<file path="config.mk">
export PLATFORM = sky130hd
export DESIGN_NAME = uart_tx_fifo_engine
export DESIGN_NICKNAME = d
export VERILOG_FILES = /design/src/rtl/uart_tx_fifo_engine.sv
export SDC_FILE = /design/constraint.sdc
export NUM_CORES = 1
export LEC_CHECK = 0
export CAP_MARGIN = 15
export CORE_MARGIN = 5
export CORE_UTILIZATION = 25
export DETAILED_ROUTE_END_ITERATION = 8
export SYNTH_ARGS = -nofsm -noshare
export SYNTH_HDL_FRONTEND = slang
export SYNTH_SLANG_ARGS = --single-unit
export TNS_END_PERCENT = 5
</file>
<file path="constraint.sdc">
create_clock -name clk -period 6.35 [get_ports clk]
set_input_delay 0.635 -clock clk [delete_from_list [all_inputs] [get_ports clk]]
set_output_delay 0.635 -clock clk [all_outputs]
set_load 0.02 [all_outputs]
</file>
<file path="src/rtl/uart_tx_fifo_engine.sv">
// UART transmitter with DEPTH-entry TX FIFO, programmable baud divisor,
// 5..DATA_W data bits, five parity modes, 1/2 stop bits and level/ovf irq.
//
// Ports:
//   clk, reset      system clock, synchronous active-high reset
//   wr_en, wr_data  FIFO push (dropped and ovf set when full, no pop)
//   divisor         clocks per bit (0 -> 1)
//   data_len        data bits per frame (clamped to 5..DATA_W)
//   parity_mode     0 none, 1 even, 2 odd, 3 mark, 4 space, 5-7 none
//   stop2           two stop bits when set
//   thresh, irq_en  low-water interrupt level and enable
//   ovf_clr         clears sticky overflow
//   tx              registered serial output, idle high
//   txrdy, empty    FIFO not full / FIFO empty
//   level           FIFO occupancy 0..DEPTH
//   busy            frame in progress
//   ovf, irq        sticky overflow, interrupt request
module uart_tx_fifo_engine #(
   parameter int DATA_W = 8,
   parameter int DEPTH  = 16,
   parameter int DIV_W  = 19
) (
   input  logic                     clk,
   input  logic                     reset,
   input  logic                     wr_en,
   input  logic [DATA_W-1:0]        wr_data,
   input  logic [DIV_W-1:0]         divisor,
   input  logic [4:0]               data_len,
   input  logic [2:0]               parity_mode,
   input  logic                     stop2,
   input  logic [$clog2(DEPTH):0]   thresh,
   input  logic                     irq_en,
   input  logic                     ovf_clr,
   output logic                     tx,
   output logic                     txrdy,
   output logic                     empty,
   output logic [$clog2(DEPTH):0]   level,
   output logic                     busy,
   output logic                     ovf,
   output logic                     irq
);

   localparam int AW = $clog2(DEPTH);
   localparam int LW = AW + 1;
   localparam logic [LW-1:0] FULL_LVL = LW'(DEPTH);
   localparam logic [4:0]    MAX_LEN  = 5'(DATA_W);

   localparam logic [2:0] S_IDLE   = 3'd0;
   localparam logic [2:0] S_START  = 3'd1;
   localparam logic [2:0] S_DATA   = 3'd2;
   localparam logic [2:0] S_PARITY = 3'd3;
   localparam logic [2:0] S_STOP   = 3'd4;

   logic [DATA_W-1:0] mem [DEPTH];
   logic [AW-1:0]     wr_ptr;
   logic [AW-1:0]     rd_ptr;
   logic [LW-1:0]     count;
   logic              full;
   logic              push;
   logic              pop;

   logic [2:0]        state;
   logic [DIV_W-1:0]  tmr;
   logic [DIV_W-1:0]  div_q;
   logic [DIV_W-1:0]  div_cl;
   logic [DATA_W-1:0] sh;
   logic [4:0]        len_q;
   logic [4:0]        len_cl;
   logic [4:0]        bcnt;
   logic [2:0]        pm_q;
   logic              stop2_q;
   logic              par_acc;
   logic              par_bit;
   logic              has_par;
   logic              bit_done;
   logic              stop_end;
   logic              tx_q;
   logic              tx_nxt;

   assign full     = (count == FULL_LVL);
   assign bit_done = (tmr == div_q - DIV_W'(1));
   assign stop_end = (bcnt == {4'd0, stop2_q});
   assign has_par  = (pm_q >= 3'd1) && (pm_q <= 3'd4);

   // Pop when idle, or at the last stop-bit clock so the next start bit
   // follows with no idle gap.
   assign pop  = (count != '0) &&
                 ((state == S_IDLE) ||
                  (state == S_STOP && bit_done && stop_end));
   assign push = wr_en && (!full || pop);

   assign div_cl = (divisor == '0) ? DIV_W'(1) : divisor;

   always_comb begin
      len_cl = data_len;
      if (data_len < 5'd5)
         len_cl = 5'd5;
      else if (data_len > MAX_LEN)
         len_cl = MAX_LEN;
   end

   always_comb begin
      par_bit = 1'b1;
      case (pm_q)
         3'd1:    par_bit = par_acc;
         3'd2:    par_bit = ~par_acc;
         3'd4:    par_bit = 1'b0;
         default: par_bit = 1'b1;
      endcase
   end

   always_comb begin
      tx_nxt = 1'b1;
      case (state)
         S_START:  tx_nxt = 1'b0;
         S_DATA:   tx_nxt = sh[0];
         S_PARITY: tx_nxt = par_bit;
         default:  tx_nxt = 1'b1;
      endcase
   end

   always_ff @(posedge clk) begin
      if (push)
         mem[wr_ptr] <= wr_data;
   end

   always_ff @(posedge clk) begin
      if (reset) begin
         wr_ptr <= '0;
         rd_ptr <= '0;
         count  <= '0;
         ovf    <= 1'b0;
      end else begin
         if (push)
            wr_ptr <= wr_ptr + AW'(1);
         if (pop)
            rd_ptr <= rd_ptr + AW'(1);
         if (push && !pop)
            count <= count + LW'(1);
         else if (pop && !push)
            count <= count - LW'(1);
         // A fresh overflow beats a simultaneous clear.
         if (wr_en && full && !pop)
            ovf <= 1'b1;
         else if (ovf_clr)
            ovf <= 1'b0;
      end
   end

   always_ff @(posedge clk) begin
      if (reset) begin
         state   <= S_IDLE;
         tmr     <= '0;
         div_q   <= DIV_W'(1);
         sh      <= '0;
         len_q   <= 5'd5;
         bcnt    <= '0;
         pm_q    <= '0;
         stop2_q <= 1'b0;
         par_acc <= 1'b0;
         tx_q    <= 1'b1;
      end else begin
         tx_q <= tx_nxt;
         if (pop) begin
            sh      <= mem[rd_ptr];
            len_q   <= len_cl;
            pm_q    <= parity_mode;
            stop2_q <= stop2;
            div_q   <= div_cl;
            par_acc <= 1'b0;
            bcnt    <= '0;
            tmr     <= '0;
            state   <= S_START;
         end else begin
            case (state)
               S_START: begin
                  if (bit_done) begin
                     tmr   <= '0;
                     bcnt  <= '0;
                     state <= S_DATA;
                  end else begin
                     tmr <= tmr + DIV_W'(1);
                  end
               end
               S_DATA: begin
                  if (bit_done) begin
                     tmr     <= '0;
                     sh      <= sh >> 1;
                     par_acc <= par_acc ^ sh[0];
                     if (bcnt == len_q - 5'd1) begin
                        bcnt  <= '0;
                        state <= has_par ? S_PARITY : S_STOP;
                     end else begin
                        bcnt <= bcnt + 5'd1;
                     end
                  end else begin
                     tmr <= tmr + DIV_W'(1);
                  end
               end
               S_PARITY: begin
                  if (bit_done) begin
                     tmr   <= '0;
                     bcnt  <= '0;
                     state <= S_STOP;
                  end else begin
                     tmr <= tmr + DIV_W'(1);
                  end
               end
               S_STOP: begin
                  if (bit_done) begin
                     tmr <= '0;
                     if (stop_end)
                        state <= S_IDLE;
                     else
                        bcnt <= bcnt + 5'd1;
                  end else begin
                     tmr <= tmr + DIV_W'(1);
                  end
               end
               default: begin
                  tmr <= '0;
               end
            endcase
         end
      end
   end

   assign tx    = tx_q;
   assign busy  = (state != S_IDLE);
   assign level = count;
   assign empty = (count == '0);
   assign txrdy = !full;
   assign irq   = irq_en & ((count <= thresh) | ovf);

endmodule

</file>
==> metrics, run 1 <==
status finished, final reports clean; fmax 206 MHz; total CTS buffers 23; post-route ant nets 0; asr flop ratio synth 0%; mapped cell area 9520 um^2; largest net degree at the start of global routing 48; Hold Vio Cnt, Final 0; Max stage delay cell, worst path a2111oi_0; Worst setup EP type flop; Worst-path clk slew 0.06 ns; Slew Limit Headroom 40.0%; R2R depth 17; drc violations 0; vias in the first global route 6,097; pwr dens 392 nW/um^2; Final Cycle Share 76.3%; die width 205 um; filler instances 3,854; drt total wl 22.2 mm; CP Cell Sequence inv_1 > ha_1 > or4b_1 > nor2_1 > a41oi_1 > a2111oi_0 > o211a_2 > nand3_2 > a21boi_2 > ha_1 > inv_1 > ha_1 > a21o_1 > a21oi_1 > xnor2_1 > or3_1 > a21oi_1; worst endpoint required time 6.79 ns; Slew Limit Fails 0; CTS tree done; CP startpoint div_q[0]; WL/cell 16.9 um; P&R area growth vs syn 19.6%; min setup slack post-route 1.51 ns; setup TNS 0 ns; TritonCTS Sinks 211; hold depth 1; Pwr Total 4.47 mW; Row Count 71; setup violators final 0; Synth Flop Type edfxtp_1; slowest stage delay, CP 0.57 ns; layout cells sized above 1 12.3%; Initial DRC Count 373; H-tree Lvls 1; reg-to-reg critical path endpoint level[4]; Starting Density 25.3%; Layout Cells excl Fill 1,311; hold_ws 0.487 ns; first-pass GRT wire length 34.7 mm; Port Buf Inserts 56; Post CTS Setup Buffer Count 0; dpl cells 1,271; Peak supply drop 0.226 mV; Die ar. 42,100 um^2; Setup CP Type reg -> reg; #FFs+latches synth 211; critical path launch point type flop; core area 37,700 um^2; reg2reg setup slack 1.51 ns; post-detail-place hpwl 14.8 mm; Syn Area/Cell 12.9 um^2; leakage power 3.85 nW; sequential cell area fraction in the yosys report 57.8%; RSZ-0062 raised after global routing false; DR vias 6,094; drt first pass iters 4; hold path start len_q[4]; antenna cells 0; Post-Route Skew 0.0148 ns; Overall Global Routing Usage 10.5%; CTS Hold Buffers Added 0; Mapped Nets 802; YS warnings 0; transition time of the tightest slew-check pin 0.901 ns; most frequent CP cell ha_1; nets 851; synth unique cells 73; post-DR vias/cell 4.65; Post-CTS Resized 0; initial antenna violation count 0; Congestion Overflow GR 0; Hold Crit Class reg -> reg; Yosys top cell area share 40.4%; pre-CTS setup slack 1.60 ns; Post-Synthesis Cells 736; R2R Path Start div_q[0]; EDFF count, synth 128; Area contributors post-synth edfxtp_1 (40%), dfxtp_1 (17%), mux4_2 (9.5%); Max-cap violations 0; Max Root-Sink Buffers 3; Hold Path End len_q[4]; CP arrival 5.29 ns; Clock Tree Root clkbuf_16; later-pin clock latency in the skew report 0.53 ns; # IOs 57; CP max FO 15; Routability Congestion 0.818; die span in y 205 um; min Tclk post-route 4.84 ns; post-synth top area cell edfxtp_1
[worst max-delay path: cells and delay by family (launching register included)]
| family | cells | cell delay, ns |
|---|---|---|
| adder cells (fa/ha/maj) | 3 | 0.90 |
| AND/OR/NAND/NOR | 4 | 1.15 |
| buffers and inverters | 2 | 0.21 |
| AO/OA/AOI/OAI | 7 | 2.08 |
| flip-flops | 1 | 0.34 |
| XOR/XNOR | 1 | 0.09 |
[Yosys cell counts, drive strengths merged, types with 3 or more instances]
library cell,instances
nor2,55
or3,9
o211a,5
dfxtp,83
a22o,13
edfxtp,128
a211oi,9
a41oi,3
nor3b,3
nor4,9
and2,8
o21ai,23
a31oi,4
xor2,27
nand4,6
or4,3
o21a,4
clkbuf,20
buf,17
nor2b,8
xnor2,24
and3,18
mux4,40
o211ai,4
mux2i,7
nand2b,7
o31ai,3
a21oi,37
nor3,22
or4b,4
nand2,24
inv,26
ha,19
nand3,28
mux2,4
[how the worst max path moves through the flow]
stage / endpoint / cells past startpoint
finish: level[4] / 17
global route: level[4] / 17
CTS: level[4] / 17
detailed placement: level[4] / 17
global placement: level[4] / 17
floorplan: level[4] / 18
[state kept, by name, indices dropped and copies added (netlist names), 3 cells and up, named ones only]
register and cells:
mem 128, div_q 19, tmr 19, sh 8
bcnt 5, len_q 5, level 5, rd_ptr 4
wr_ptr 4, pm_q 3, state 3
[power breakdown]
part / leakage [nW] / total, mW / internal (mW) / switching (mW)
clock: 0.391 / 1.40 / 0.856 / 0.547
combinational: 1.63 / 1.32 / 0.598 / 0.718
sequential: 1.84 / 1.75 / 1.58 / 0.166
total: 3.85 / 4.47 / 3.04 / 1.43
[layout by cell type (no fill, tap or decap), types with 5 or more instances in the layout]
cell	n
nand4_1	6
nand3_1	27
clkdlybuf4s50_1	55
dfxtp_1	81
inv_1	26
nand2b_1	7
xor2_1	27
or3_1	9
mux2i_1	7
nor2b_1	8
mux4_2	40
nand2_1	23
o21ai_1	12
nor3_1	22
buf_4	5
xnor2_1	24
clkbuf_16	23
nor4_1	7
edfxtp_1	128
o21ai_0	11
a21oi_1	36
and3_1	18
nor2_1	55
a211oi_1	9
and2_1	8
a22o_1	13
ha_1	19
[cell families after synthesis]
kind of cell / Yosys count / synth area share (%)
AND/OR/NAND/NOR: 213 / 12.2
flip-flops: 211 / 57.8
AO/OA/AOI/OAI: 126 / 9.19
buffers and inverters: 64 / 2.77
XOR/XNOR: 51 / 4.69
multiplexers: 51 / 10.7
adder cells (fa/ha/maj): 20 / 2.71
[final cells by class]
type	count	area [um^2]	share of cell area (%)
Clock buffer	29	618	5.43
Multi-Input combinational cell	461	3750	33.0
Sequential cell	211	5510	48.4
Clock inverter	11	173	1.52
Inverter	27	101	0.890
Timing Repair Buffer	61	593	5.21
Tap cell	511	639	5.62
[metrics by stage]
step	cell area [um^2]	utilization, %
2_1_floorplan	9520	-
3_3_place_gp	10600	28.1
3_5_place_dp	10600	28.1
4_1_cts	11400	30.2
5_1_grt	11400	30.2
6_report	11400	30.2
[metal layers]
metal / vias up / share of wire [%] / track usage, %
li1: 2891 / - / -
met3: 37 / 6.2 / 2.36
met4: 0 / 2.9 / 3.35
met1: 3031 / 44 / 13.6
met2: 135 / 47 / 17.4
met5: - / 0 / 0
No activity file was read; power rests on OpenSTA's default activity.
==> run 2, diff against run 1 <==
==> constraint.sdc (replaced) <==
create_clock -name clk -period 4.6 [get_ports clk]
set_input_delay 0.46 -clock clk [delete_from_list [all_inputs] [get_ports clk]]
set_output_delay 0.46 -clock clk [all_outputs]
set_load 0.02 [all_outputs]
==> metrics, run 2 (synthesized netlist as in run 1, its figures left out) <==
Final Cycle Share 93.7% (+17 points); filler instances 3,803 (-1.3%); commonest non-fill, non-tap cell in the layout edfxtp_1; R2R Path Start div_q[10]; commonest cells after routing, fill and taps aside edfxtp_1 (128), dfxtp_1 (82), nor2_1 (55), clkdlybuf4s50_1 (55), mux4_2 (40); TritonCTS Sinks 211 (unchanged); CTS tree done; register area 5510 um^2 (about the same); slowest stage delay, CP 0.58 ns (about the same); Hold Crit Class reg -> reg; Congestion Overflow GR 0 (unchanged); final non-filler cell area 11,400 um^2 (+0.32%); setup TNS 0 ns (unchanged); Slew Limit Headroom 38.3% (-1.7 points); status finished, final reports clean; Layout Cells excl Fill 1,319 (+0.61%); Hold Path End rd_ptr[3]; drt total wl 21.3 mm (-3.8%); first-pass GRT wire length 34.1 mm (-1.5%); drc violations 0 (unchanged); dpl cells 1,274 (+0.24%); Max Root-Sink Buffers 3 (unchanged); Max-cap violations 0 (unchanged); Finished Core Util 30.3% (+0.096 points); antenna cells 0 (unchanged); min setup slack post-route 0.292 ns (-1.21 ns); post-DR vias/cell 4.56 (-1.8%); vias in the first global route 6,040 (-0.93%); CP max FO 10 (-5); Routability Congestion 0.862 (+5.4%); Max stage delay cell, worst path or4_4; worst endpoint required time 5.03 ns (-1.76 ns); Regs by FF count mem x128, div_q x19, tmr x19; total CTS buffers 24 (+4.3%); leakage power 3.87 nW (+0.43%); Row Count 71 (unchanged); pwr dens 537 nW/um^2 (+37%); Post-Route Skew 0.0237 ns (+0.00898 ns); Starting Density 25.3% (unchanged); reg-to-reg critical path endpoint level[4]; multi-input logic area 3760 um^2 (+0.33%); core area 37,700 um^2 (unchanged); Hold Vio Cnt, Final 0 (unchanged); initial antenna violation count 0 (unchanged); hold path start rd_ptr[3]; later-pin clock latency in the skew report 0.52 ns (about the same); Slew Limit Fails 0 (unchanged); die span in y 205 um (unchanged); reg2reg setup slack 0.29 ns (-1.21 ns); dpl cell area 10,600 um^2 (+0.20%); Setup CP Type reg -> reg; setup violators final 0 (unchanged); critical path launch point type flop; Overall Global Routing Usage 10.0% (-0.43 points); R2R depth 15 (-2); DR vias 6,018 (-1.2%); P&R area growth vs syn 19.9%; Die ar. 42,100 um^2 (unchanged); Top delay family on crit path simple AND/OR/NAND/NOR gates; transition time of the tightest slew-check pin 0.925 ns (+0.0239 ns); CP arrival 4.73 ns (-0.56 ns); Worst-path clk slew 0.06 ns (about the same); Worst setup EP type flop; RSZ-0062 raised after global routing false; cell count along the critical path 15 (-2); die width 205 um (unchanged); max reg flops 128 (unchanged); pre-CTS setup slack 0.192 ns (-1.41 ns); CP Cell Sequence or4_4 > or4b_4 > o41ai_2 > o211a_1 > and2_2 > a31o_1 > nand2_2 > ha_1 > inv_1 > ha_1 > a21o_1 > a21oi_1 > xnor2_1 > or3_1 > a21oi_1; hold depth 2 (+1); post-detail-place hpwl 15.0 mm (+1.1%); WL/cell 16.2 um (-4.4%); Port Buf Inserts 56 (unchanged); layout cells sized above 1 13.1% (+0.87 points); Peak supply drop 0.266 mV (+17%); largest reg by FF count mem; post-route ant nets 0 (unchanged); nets 857 (+0.71%); largest net degree at the start of global routing 48 (unchanged); fmax 232 MHz (+12%); Clock Tree Root clkbuf_16; H-tree Lvls 1 (unchanged); Initial DRC Count 331 (-11%); Crit path buffers/inverters 1 (-1); drt first pass iters 6 (+2); # IOs 57 (unchanged); min Tclk post-route 4.31 ns (-0.536 ns)
[run 2: cell count changes in the layout (fill, tap and decap cells not counted), moves of 2 or more]
cell	change
clkbuf_8	+2
bufinv_16	-3
clkinv_1	+2
buf_4	+5
[run 2: worst max path at each step]
stage	startpoint	end	slack, ns
after floorplan	div_q[0]	level[4]	0.42
final	div_q[10]	level[4]	0.29
after global placement	div_q[0]	level[4]	0.26
after global routing	div_q[0]	level[4]	0.03
after detailed placement	div_q[0]	level[4]	0.19
after CTS	div_q[0]	level[4]	0.12
[run 2: report_power, final]
| group | internal (mW) | total, mW | switching, mW | leakage, nW |
|---|---|---|---|---|
| sequential | 2.18 | 2.43 | 0.252 | 1.84 |
| clock | 1.09 | 1.85 | 0.760 | 0.380 |
| combinational | 0.861 | 1.85 | 0.988 | 1.66 |
[run 2: area by class of cell]
cell class	instances	area share (%)
Multi-Input combinational cell	461	33.0
Clock buffer	32	5.87
Timing Repair Buffer	66	5.52
Clock inverter	11	0.942
Tap cell	511	5.60
Sequential cell	211	48.2
Inverter	27	0.887
[run 2: per-stage QoR]
stage               total power, mW  hold WS, ns
floorplan                      3.76        0.447
global placement               4.25        0.470
detailed placement             4.28        0.485
CTS                            6.14        0.496
global route                   6.48        0.525
finish                         6.13        0.490
[run 2: layer usage]
metal | vias to the layer above | GRT usage [%] | share of wire, %
li1 | 2902 | - | -
met1 | 2993 | 13.9 | 47
met5 | - | 0 | 0
met3 | 21 | 1.69 | 4.0
met2 | 102 | 16.7 | 48
met4 | 0 | 1.96 | 1.4
[run 2: tightest hold or removal path, stage by stage (launching register included)]
cell,delay (ns)
dfxtp_1,0.30
o31ai_1,0.06
a21oi_1,0.07
[run 2: what timing repair did]
action	CTS	global route
setup buffers	0	2
endpoints found under the setup margin	0	2
hold buffers	0	0
resized for setup	0	4
